[config.mk]
export PLATFORM = sky130hd
export DESIGN_NAME = mips_decode_stage_flat
export DESIGN_NICKNAME = d
export VERILOG_FILES = /design/src/rtl/mips_decode_stage_if.sv /design/src/rtl/mips_decode_stage.sv /design/src/flat_wrapper.sv
export SDC_FILE = /design/constraint.sdc
export NUM_CORES = 1
export LEC_CHECK = 0
export ABC_AREA = 1
export CORE_ASPECT_RATIO = 0.75
export CORE_MARGIN = 4
export CORE_UTILIZATION = 51
export DETAILED_ROUTE_END_ITERATION = 8
export PLACE_DENSITY = 0.85
export SETUP_SLACK_MARGIN = 0.3
export SLEW_MARGIN = 20
export SYNTH_ARGS = -nofsm -noshare
export SYNTH_HDL_FRONTEND = slang
export SYNTH_SLANG_ARGS = --single-unit
[constraint.sdc]
create_clock -name clk -period 3.5 [get_ports clk]
set_input_delay 0.525 -clock clk [delete_from_list [all_inputs] [get_ports clk]]
set_output_delay 0.525 -clock clk [all_outputs]
set_load 0.1 [all_outputs]
[src/rtl/mips_decode_stage_if.sv]
// Decode-stage handshake bundle: fetch side (in_*/instr/flush) and EX side (out_*/control).
// master = the decode stage itself, slave = the surrounding fetch/EX logic (or a bench).
// Ports: in_valid/in_ready/instr/flush from fetch+EX, out_valid/out_ready plus registered control to EX.
interface mips_decode_stage_if;
  logic        in_valid;
  logic        in_ready;
  logic [31:0] instr;
  logic        flush;
  logic        out_valid;
  logic        out_ready;
  logic [31:0] instr_q;
  logic        memtoreg;
  logic        memwrite;
  logic        alusrcbimm;
  logic        regwrite;
  logic        dojump;
  logic        isbranch;
  logic        branchne;
  logic [4:0]  destreg;
  logic [2:0]  alucontrol;
  logic        immhi;
  logic        immzext;
  logic        illegal;

  modport master (
    input  in_valid, instr, flush, out_ready,
    output in_ready, out_valid, instr_q, memtoreg, memwrite, alusrcbimm, regwrite,
           dojump, isbranch, branchne, destreg, alucontrol, immhi, immzext, illegal
  );

  modport slave (
    output in_valid, instr, flush, out_ready,
    input  in_ready, out_valid, instr_q, memtoreg, memwrite, alusrcbimm, regwrite,
           dojump, isbranch, branchne, destreg, alucontrol, immhi, immzext, illegal
  );
endinterface

[src/rtl/mips_decode_stage.sv]
// MIPS decode stage: decodes one instruction per cycle into a registered control bundle.
// Latency 1 cycle; load-use inserts one bubble, mflo/mfhi/mult wait on the multiply-busy counter.
// Backpressure: in_ready drops on !out_ready with a held bundle, on flush, reset and either stall.
// Ports: clk, reset (async, active-high), bus (mips_decode_stage_if.master).
// Optional: define DECODE_EXT_EN to decode lui/ori; otherwise they are illegal and immhi/immzext stay 0.
module mips_decode_stage #(
  parameter int MULT_LATENCY = 4,
  parameter int CNT_W        = 4
) (
  input  logic                 clk,
  input  logic                 reset,
  mips_decode_stage_if.master  bus
);

  typedef struct packed {
    logic       memtoreg;
    logic       memwrite;
    logic       alusrcbimm;
    logic       regwrite;
    logic       dojump;
    logic       isbranch;
    logic       branchne;
    logic [4:0] destreg;
    logic [2:0] alucontrol;
    logic       immhi;
    logic       immzext;
    logic       illegal;
  } ctrl_t;

  localparam ctrl_t CTRL_IDLE = '{alucontrol: 3'b101, default: '0};
  localparam logic [CNT_W-1:0] MUL_LAT = CNT_W'(MULT_LATENCY);

  localparam logic [5:0] OP_RTYPE = 6'b000000;
  localparam logic [5:0] OP_LW    = 6'b100011;
  localparam logic [5:0] OP_SW    = 6'b101011;
  localparam logic [5:0] OP_BEQ   = 6'b000100;
  localparam logic [5:0] OP_BNE   = 6'b000101;
  localparam logic [5:0] OP_ADDIU = 6'b001001;
  localparam logic [5:0] OP_J     = 6'b000010;
  localparam logic [5:0] OP_LUI   = 6'b001111;
  localparam logic [5:0] OP_ORI   = 6'b001101;

  localparam logic [5:0] FN_ADD  = 6'b100001;
  localparam logic [5:0] FN_SUB  = 6'b100011;
  localparam logic [5:0] FN_AND  = 6'b100100;
  localparam logic [5:0] FN_OR   = 6'b100101;
  localparam logic [5:0] FN_SLT  = 6'b101011;
  localparam logic [5:0] FN_MULT = 6'b011001;
  localparam logic [5:0] FN_MFHI = 6'b010000;
  localparam logic [5:0] FN_MFLO = 6'b010010;

  logic [5:0] op, funct;
  logic [4:0] rs, rt, rd;
  ctrl_t      dec;
  ctrl_t      ctrl_q;
  logic       out_valid_q;
  logic [31:0] instr_q;
  logic [CNT_W-1:0] busy_cnt;
  logic       uses_rt, is_mulop, held_mult;
  logic       lu_stall, mul_stall, in_ready_c;
  logic       accept, consume;

  assign op    = bus.instr[31:26];
  assign rs    = bus.instr[25:21];
  assign rt    = bus.instr[20:16];
  assign rd    = bus.instr[15:11];
  assign funct = bus.instr[5:0];

  // Combinational decode of the incoming word; every path starts from the safe idle bundle.
  always_comb begin
    dec = CTRL_IDLE;
    case (op)
      OP_RTYPE: begin
        dec.destreg  = rd;
        dec.regwrite = 1'b1;
        case (funct)
          FN_ADD:  dec.alucontrol = 3'b101;
          FN_SUB:  dec.alucontrol = 3'b001;
          FN_AND:  dec.alucontrol = 3'b111;
          FN_OR:   dec.alucontrol = 3'b110;
          FN_SLT:  dec.alucontrol = 3'b000;
          FN_MULT: begin
            dec.alucontrol = 3'b100;
            dec.regwrite   = 1'b0;  // HI/LO are written inside the multiplier
          end
          FN_MFHI: dec.alucontrol = 3'b011;
          FN_MFLO: dec.alucontrol = 3'b010;
          default: begin
            dec = CTRL_IDLE;
            dec.illegal = 1'b1;
          end
        endcase
      end
      OP_LW: begin
        dec.destreg    = rt;
        dec.memtoreg   = 1'b1;
        dec.regwrite   = 1'b1;
        dec.alusrcbimm = 1'b1;
      end
      OP_SW: begin
        dec.destreg    = rt;
        dec.memwrite   = 1'b1;
        dec.alusrcbimm = 1'b1;
      end
      OP_BEQ: begin
        dec.destreg    = rt;
        dec.isbranch   = 1'b1;
        dec.alucontrol = 3'b001;
      end
      OP_BNE: begin
        dec.destreg    = rt;
        dec.isbranch   = 1'b1;
        dec.branchne   = 1'b1;
        dec.alucontrol = 3'b001;
      end
      OP_ADDIU: begin
        dec.destreg    = rt;
        dec.regwrite   = 1'b1;
        dec.alusrcbimm = 1'b1;
      end
      OP_J: dec.dojump = 1'b1;
`ifdef DECODE_EXT_EN
      OP_LUI: begin
        dec.destreg    = rt;
        dec.regwrite   = 1'b1;
        dec.alusrcbimm = 1'b1;
        dec.immhi      = 1'b1;
      end
      OP_ORI: begin
        dec.destreg    = rt;
        dec.regwrite   = 1'b1;
        dec.alusrcbimm = 1'b1;
        dec.alucontrol = 3'b110;
        dec.immzext    = 1'b1;
      end
`else
      OP_LUI, OP_ORI: dec.illegal = 1'b1;
`endif
      default: dec.illegal = 1'b1;
    endcase
  end

  assign uses_rt  = (op == OP_RTYPE) || (op == OP_BEQ) || (op == OP_BNE) || (op == OP_SW);
  assign is_mulop = (op == OP_RTYPE) &&
                    ((funct == FN_MULT) || (funct == FN_MFLO) || (funct == FN_MFHI));
  // Only a mult bundle carries alucontrol 100.
  assign held_mult = out_valid_q && (ctrl_q.alucontrol == 3'b100);

  assign consume = out_valid_q && bus.out_ready && !bus.flush;

  // Held lw being consumed now while the incoming word reads its destination: one bubble.
  assign lu_stall = out_valid_q && bus.out_ready && ctrl_q.memtoreg &&
                    (ctrl_q.destreg != 5'd0) &&
                    ((rs == ctrl_q.destreg) || (uses_rt && (rt == ctrl_q.destreg)));

  // A mult still sitting in the output register has not loaded the counter yet, so it
  // blocks mul ops too; otherwise an mflo right behind it would slip past the interlock.
  assign mul_stall = is_mulop && ((busy_cnt != '0) || held_mult);

  assign in_ready_c = !reset && (!out_valid_q || bus.out_ready) && !bus.flush &&
                      !lu_stall && !mul_stall;
  assign accept     = bus.in_valid && in_ready_c;

  always_ff @(posedge clk or posedge reset) begin
    if (reset) begin
      out_valid_q <= 1'b0;
      instr_q     <= '0;
      ctrl_q      <= CTRL_IDLE;
      busy_cnt    <= '0;
    end else begin
      if (bus.flush) begin
        out_valid_q <= 1'b0;
      end else if (accept) begin
        out_valid_q <= 1'b1;
        instr_q     <= bus.instr;
        ctrl_q      <= dec;
      end else if (consume) begin
        out_valid_q <= 1'b0;
      end

      if (consume && held_mult) begin
        busy_cnt <= MUL_LAT;
      end else if (busy_cnt != '0) begin
        busy_cnt <= busy_cnt - CNT_W'(1);
      end
    end
  end

  assign bus.in_ready   = in_ready_c;
  assign bus.out_valid  = out_valid_q;
  assign bus.instr_q    = instr_q;
  assign bus.memtoreg   = ctrl_q.memtoreg;
  assign bus.memwrite   = ctrl_q.memwrite;
  assign bus.alusrcbimm = ctrl_q.alusrcbimm;
  assign bus.regwrite   = ctrl_q.regwrite;
  assign bus.dojump     = ctrl_q.dojump;
  assign bus.isbranch   = ctrl_q.isbranch;
  assign bus.branchne   = ctrl_q.branchne;
  assign bus.destreg    = ctrl_q.destreg;
  assign bus.alucontrol = ctrl_q.alucontrol;
`ifdef DECODE_EXT_EN
  assign bus.immhi      = ctrl_q.immhi;
  assign bus.immzext    = ctrl_q.immzext;
`else
  assign bus.immhi      = 1'b0;
  assign bus.immzext    = 1'b0;
`endif
  assign bus.illegal    = ctrl_q.illegal;

endmodule

[src/flat_wrapper.sv]
// flat-port wrapper written by rule: the top's interface ports become plain ports
module mips_decode_stage_flat 
#(
  parameter int MULT_LATENCY = 4,
  parameter int CNT_W        = 4
)
  (clk, reset, bus_in_valid, bus_instr, bus_flush, bus_out_ready, bus_in_ready, bus_out_valid, bus_instr_q, bus_memtoreg, bus_memwrite, bus_alusrcbimm, bus_regwrite, bus_dojump, bus_isbranch, bus_branchne, bus_destreg, bus_alucontrol, bus_immhi, bus_immzext, bus_illegal);
  mips_decode_stage_if bus_i ();
  input  logic clk;
  input  logic reset;
  input wire logic [$bits(bus_i.in_valid)-1:0] bus_in_valid;
  input wire logic [$bits(bus_i.instr)-1:0] bus_instr;
  input wire logic [$bits(bus_i.flush)-1:0] bus_flush;
  input wire logic [$bits(bus_i.out_ready)-1:0] bus_out_ready;
  output wire logic [$bits(bus_i.in_ready)-1:0] bus_in_ready;
  output wire logic [$bits(bus_i.out_valid)-1:0] bus_out_valid;
  output wire logic [$bits(bus_i.instr_q)-1:0] bus_instr_q;
  output wire logic [$bits(bus_i.memtoreg)-1:0] bus_memtoreg;
  output wire logic [$bits(bus_i.memwrite)-1:0] bus_memwrite;
  output wire logic [$bits(bus_i.alusrcbimm)-1:0] bus_alusrcbimm;
  output wire logic [$bits(bus_i.regwrite)-1:0] bus_regwrite;
  output wire logic [$bits(bus_i.dojump)-1:0] bus_dojump;
  output wire logic [$bits(bus_i.isbranch)-1:0] bus_isbranch;
  output wire logic [$bits(bus_i.branchne)-1:0] bus_branchne;
  output wire logic [$bits(bus_i.destreg)-1:0] bus_destreg;
  output wire logic [$bits(bus_i.alucontrol)-1:0] bus_alucontrol;
  output wire logic [$bits(bus_i.immhi)-1:0] bus_immhi;
  output wire logic [$bits(bus_i.immzext)-1:0] bus_immzext;
  output wire logic [$bits(bus_i.illegal)-1:0] bus_illegal;
  assign bus_i.in_valid = bus_in_valid;
  assign bus_i.instr = bus_instr;
  assign bus_i.flush = bus_flush;
  assign bus_i.out_ready = bus_out_ready;
  assign bus_in_ready = bus_i.in_ready;
  assign bus_out_valid = bus_i.out_valid;
  assign bus_instr_q = bus_i.instr_q;
  assign bus_memtoreg = bus_i.memtoreg;
  assign bus_memwrite = bus_i.memwrite;
  assign bus_alusrcbimm = bus_i.alusrcbimm;
  assign bus_regwrite = bus_i.regwrite;
  assign bus_dojump = bus_i.dojump;
  assign bus_isbranch = bus_i.isbranch;
  assign bus_branchne = bus_i.branchne;
  assign bus_destreg = bus_i.destreg;
  assign bus_alucontrol = bus_i.alucontrol;
  assign bus_immhi = bus_i.immhi;
  assign bus_immzext = bus_i.immzext;
  assign bus_illegal = bus_i.illegal;
  mips_decode_stage #(.MULT_LATENCY(MULT_LATENCY), .CNT_W(CNT_W)) u_core (.clk(clk), .reset(reset), .bus(bus_i));
endmodule
**Word-level counts from Yosys, hierarchy flattened**

Index checks and enable logic that the tools add are counted.

- Reductions and logical operators: 41
- Bitwise operators: 1
- Equal/unequal tests: 17
- Muxes and demuxes: 19
- Add/sub/neg operators: 1

Operators with widths:

| cell | number |
|---|---|
| 6-bit equality test (second input constant) | 7 |
| 3-bit one-hot mux with 7 select lines | 1 |
| 6-bit by 5-bit equality test with 1-bit output (second input constant) | 3 |
| 1-bit logical AND | 15 |
| 6-bit by 3-bit equality test with 1-bit output (second input constant) | 2 |
| 5-bit equality test | 2 |
| 1-bit one-hot mux with 2 select lines | 5 |
| 5-bit one-hot mux with 2 select lines | 1 |
| 1-bit logical OR | 8 |
| 1-bit 2-to-1 mux | 8 |
| 4-bit 2-to-1 mux | 2 |
| 8-bit OR reduction | 1 |
| 7-bit OR reduction | 1 |
| 6-bit by 2-bit equality test with 1-bit output (second input constant) | 1 |
| 6-bit by 4-bit equality test with 1-bit output (second input constant) | 1 |
| 6-bit logical NOT | 1 |
| 3-bit one-hot mux with 2 select lines | 1 |
| 6-bit OR reduction | 1 |
| 1-bit logical NOT | 5 |
| 5-bit 2-to-1 mux | 1 |
| 5-bit nonzero test | 1 |
| 5-bit OR reduction | 1 |
| 4-bit nonzero test | 1 |
| 2-bit OR reduction | 2 |
| 7 further kinds | 7 |

- Flip-flop bits (word level): 53
- Logic and storage cells: 92
- Input port bits: 37

**Depth between registers and ports, before layout**

- Depth after elaboration: 13
- Depth in mapped cells: 12
- Depth with buffers taken out: 10

**Worst setup path after synthesis**

No wires, ideal clock.

- Kind: register to output
- Start point: register u_core.ctrl_q (netlist bit u_core.bus.destreg[4])
- End point: output bus_in_ready
- Cell stages (with the launch flop): 8
- Setup slack: 0.474 ns
- Buffers on the path: 1
- Arrival time: 2.501 ns
- Path through: dfrtp_1 > inv_1 > or2_1 > nand4_1 > nand2_1 > nand2_2 > buf_2 > and2_1

- Word-level cells in the longest chain between the ends: 7
- Elaborated cells between the ends (all ways): 10

RTL lines:

| item | line | RTL |
|---|---|---|
| start, declared | mips_decode_stage.sv:55 | `ctrl_t ctrl_q;` |
| start signal, assigned | mips_decode_stage.sv:168 | `ctrl_q <= CTRL_IDLE;` |
| start signal, assigned | mips_decode_stage.sv:176 | `ctrl_q <= dec;` |
| 5-bit equality test | mips_decode_stage.sv:154 | `((rs == ctrl_q.destreg) \|\| (uses_rt && (rt == ctrl_q.destreg)));` |
| 1-bit logical AND | mips_decode_stage.sv:154 |  |
| 1-bit logical OR | mips_decode_stage.sv:154 |  |
| 1-bit logical AND (*) | mips_decode_stage.sv:153 | `(ctrl_q.destreg != 5'd0) &&` |
| 1-bit logical NOT (*) | mips_decode_stage.sv:161 | `!lu_stall && !mul_stall;` |
| 1-bit logical AND (*) | mips_decode_stage.sv:160 | `assign in_ready_c = !reset && (!out_valid_q \|\| bus.out_ready) && !bus.flush &&` |
| 1-bit logical AND (*) | mips_decode_stage.sv:161 |  |
| end, declared | flat_wrapper.sv:15 | `output wire logic [$bits(bus_i.in_ready)-1:0] bus_in_ready;` |

Every way passes the cells marked *; elsewhere a longest branch is shown, timed or not.

**Final worst setup path**

- Start point: input bus_instr[28]
- End point: output bus_in_ready

- Word-level cells in the longest chain between the ends: 10
- Elaborated cells between the ends (all ways): 16

RTL lines:

| item | line | RTL |
|---|---|---|
| start, declared | flat_wrapper.sv:12 | `input wire logic [$bits(bus_i.instr)-1:0] bus_instr;` |
| 6-bit by 3-bit equality test with 1-bit output / 6-bit logical NOT (equally long branches) | mips_decode_stage.sv:143, mips_decode_stage.sv:144 |  |
| 1-bit logical OR (3 in a row) | mips_decode_stage.sv:143 | `assign uses_rt = (op == OP_RTYPE) \|\| (op == OP_BEQ) \|\| (op == OP_BNE) \|\| (op == OP_SW);` |
| 1-bit logical AND | mips_decode_stage.sv:154 |  |
| 1-bit logical OR | mips_decode_stage.sv:154 |  |
| 1-bit logical AND | mips_decode_stage.sv:153 |  |
| 1-bit logical NOT | mips_decode_stage.sv:161 |  |
| 1-bit logical AND | mips_decode_stage.sv:160 |  |
| 1-bit logical AND (*) | mips_decode_stage.sv:161 |  |

Marks and branches as above.

==> key figures <==
Clock network
  – Worst skew pair latency: 0.31 ns
  – CTS sink count: 53
  – Post CTS Setup Buffer Count: 0
  – CTS tree: yes
  – CTS Buf Count: 5
  – Hold Buf Count CTS: 0
  – Root Driver: clkbuf_8
  – Post-cts repair resize count: 0
  – Clk buf depth: 2
  – Clock transition at path regs: 0.10 ns
  – CTS H-tree lvls: 2

Critical path
  – Flop2flop setup slack: 1.19 ns
  – Startpoint types: input pin
  – Reg2reg end: u_core.bus.instr_q[9]$_DFFE_PP0P_
  – R2R depth: 10
  – Nature of the critical path endpoint: primary output
  – CP startpoint: bus_instr[28]
  – Worst-path cell chain: clkdlybuf4s50_1 -> nor2_1 -> nand3_2 -> a21oi_2 -> a21oi_4 -> and2_1 -> buf_12
  – Buf/Inv on CP: 2
  – Arr. time, crit path: 2.27 ns
  – Worst r2r src: u_core.busy_cnt[0]$_DFFE_PP0P_
  – WP data required: 2.97 ns
  – Worst setup path category: in2out
  – Worst path top cell family by delay: simple AND/OR/NAND/NOR gates
  – Largest fanout on the critical path: 11
  – Slowest CP cell: clkdlybuf4s50_1
  – Worst path max stage delay: 0.48 ns

Logic synthesis
  – Synth warn: 0
  – Largest area contributor in the netlist: dfrtp_1
  – Post-synth top area share: 0.441
  – Post-synth EDFFs: 0
  – Cells after Synth: 384
  – Count of different cell masters after synthesis: 31
  – Sequential fraction of the synthesis area: 0.459
  – Ys flop type: dfrtp_1
  – Syn Std Cell Area: 2900 um2
  – Syn avg cell area: 7.54 um2
  – Post-synth ARST share: 1.00
  – Yosys reg bits: 53
  – Area contributors post-synth: dfrtp_1 44%, nand2_1 18%, nand4_1 11%

Power and ir drop
  – Power Total: 2.15 mW
  – Static Leak: 1.99 nW
  – Power Density: 559 nW/um2
  – Max IR drop VDD: 309 uV

Global routing
  – Largest net degree at the start of global routing: 54
  – Global-route wire length before repair: 13.0 mm
  – Vias in the first global route: 2801
  – Overflow after GRT: 0
  – Initial antenna violation count: 0
  – Total GRT Usage: 0.236

Floorplan
  – Total core area: 5410 um2
  – # IOs: 89
  – Die Area: 6960 um2
  – Starting density of the core: 0.535
  – Chip Width: 95.0 um
  – Die height: 73.3 um
  – Row Count: 23

Run
  – Max-Cap Viols: 0

Final layout
  – Diode count: 0
  – Most frequent cells in the layout: 142 x nand2_1, 84 x clkdlybuf4s50_1, 53 x nand4_1
  – Commonest non-fill, non-tap cell in the layout: nand2_1
  – Final net count: 499
  – Layout cells sized above 1: 0.0499
  – Area Overhead vs Synth: 33.1%

Timing
  – Max-slew violations: 0
  – Post-layout min period: 2.80 ns
  – Clock Skew: 0.0111 ns
  – Fin. Hold Viols: 0
  – RSZ-0062 raised after global routing: false
  – Worst slew pin tran: 1.03 ns
  – FMAX: 0.357 GHz
  – Slew HR: 0.314
  – Final TNS setup: 0 ns
  – Fin crit share: 0.800
  – Final setup vio count: 0

Detailed routing
  – Remaining DRCs: 0
  – Drt total wl: 7.82 mm
  – Routed vias/inst: 5.40
  – Number of DRC markers in iteration 0: 167
  – Routed vias: 2893
  – Wire per inst: 14.6 um
  – Final ANT Viol Nets: 0
  – Initial DRT Pass Iterations: 4

Worst hold path
  – Min-delay worst type: reg2reg
  – HP Start: u_core.bus.alucontrol[0]$_DFFE_PP1P_
  – Hold path depth: 2
  – Min-Delay Endpoint: u_core.bus.alucontrol[0]$_DFFE_PP1P_

Place
  – Port bufs: 86
  – Post-DP HPWL: 5.61 mm
  – Routability Congestion: 0.790

Run status
  – Outcome: completed
==> registers in the layout, indices dropped and copies added, names as in the netlist, 3 cells and up <==
name,count
u_core.busy_cnt,4
u_core.bus.destreg,5
u_core.bus.alucontrol,3
u_core.bus.instr_q,32
==> per-stage QoR <==
step | instances | util | worst slack (ns) | area (um2) | hold slack, ns
6_report | 536 | 0.713 | 0.701 | 3860 | 0.474
5_1_grt | 536 | 0.713 | 0.532 | 3860 | 0.505
4_1_cts | 536 | 0.713 | 0.711 | 3850 | 0.477
3_5_place_dp | 528 | 0.697 | 0.556 | 3770 | 0.459
3_3_place_gp | 528 | 0.697 | 0.691 | 3770 | 0.457
2_1_floorplan | 385 | - | 0.474 | 2900 | 0.453
==> tightest hold or removal path, delay by kind of cell (launching register included) <==
family | cells | cell delay, ns
flip-flops | 1 | 0.39
AND/OR/NAND/NOR | 2 | 0.09
==> logic make-up after synthesis <==
kind of cell | after synthesis | synth area share
AOI/OAI and AO/OA | 10 | 0.0216
xor gates and xnor gates | 7 | 0.0212
adders and majority gates | 2 | 0.00864
buffers and inverters | 60 | 0.0985
DFF | 53 | 0.459
other | 1 | 0.00129
and+or+nand+nor | 251 | 0.390
==> worst max path at each step <==
stage | end | slack [ns] | cells past startpoint
6_report | bus_in_ready | 0.70 | 7
5_1_grt | bus_in_ready | 0.53 | 9
4_1_cts | bus_in_ready | 0.71 | 7
3_5_place_dp | u_core.bus.instr_q[9]$_DFFE_PP0P_ | 0.56 | 12
3_3_place_gp | u_core.bus.instr_q[23]$_DFFE_PP0P_ | 0.69 | 12
2_1_floorplan | bus_in_ready | 0.47 | 7
==> layer usage <==
| layer | track usage | wire (um) |
|---|---|---|
| met2 | 0.380 | 3570 |
| met4 | 0.0688 | 82 |
| met3 | 0.0430 | 608 |
| met1 | 0.328 | 3560 |
| met5 | 0 | 0 |
==> report_power, final <==
| group | leakage [nW] | internal, mW | switching, mW |
|---|---|---|---|
| Clock | 0.0385 | 0.142 | 0.200 |
| Sequential | 0.672 | 0.714 | 0.0594 |
| Combinational | 1.28 | 0.251 | 0.788 |
==> cells in the mapped netlist (2+ instances only) <==
cell	count
a21oi_2	2
a31oi_1	2
buf_2	12
buf_4	2
buf_6	5
clkbuf_1	3
dfrtp_1	51
dfstp_2	2
ha_1	2
inv_1	37
nand2_1	142
nand3_1	18
nand3_2	2
nand4_1	53
nor2_1	28
o21ai_0	3
xnor2_1	2
xor2_1	5
==> layout make-up <==
cell class                      count  area [um2]
Timing Repair Buffer               91         916
Fill cell                         454        1550
Sequential cell                    53        1330
Clock buffer                        7        76.3
Clock inverter                      1        7.51
Inverter                           37         140
Tap cell                           75        93.8
Multi-Input combinational cell    272        1290
Note: power is estimated with default switching activity, not from simulation.
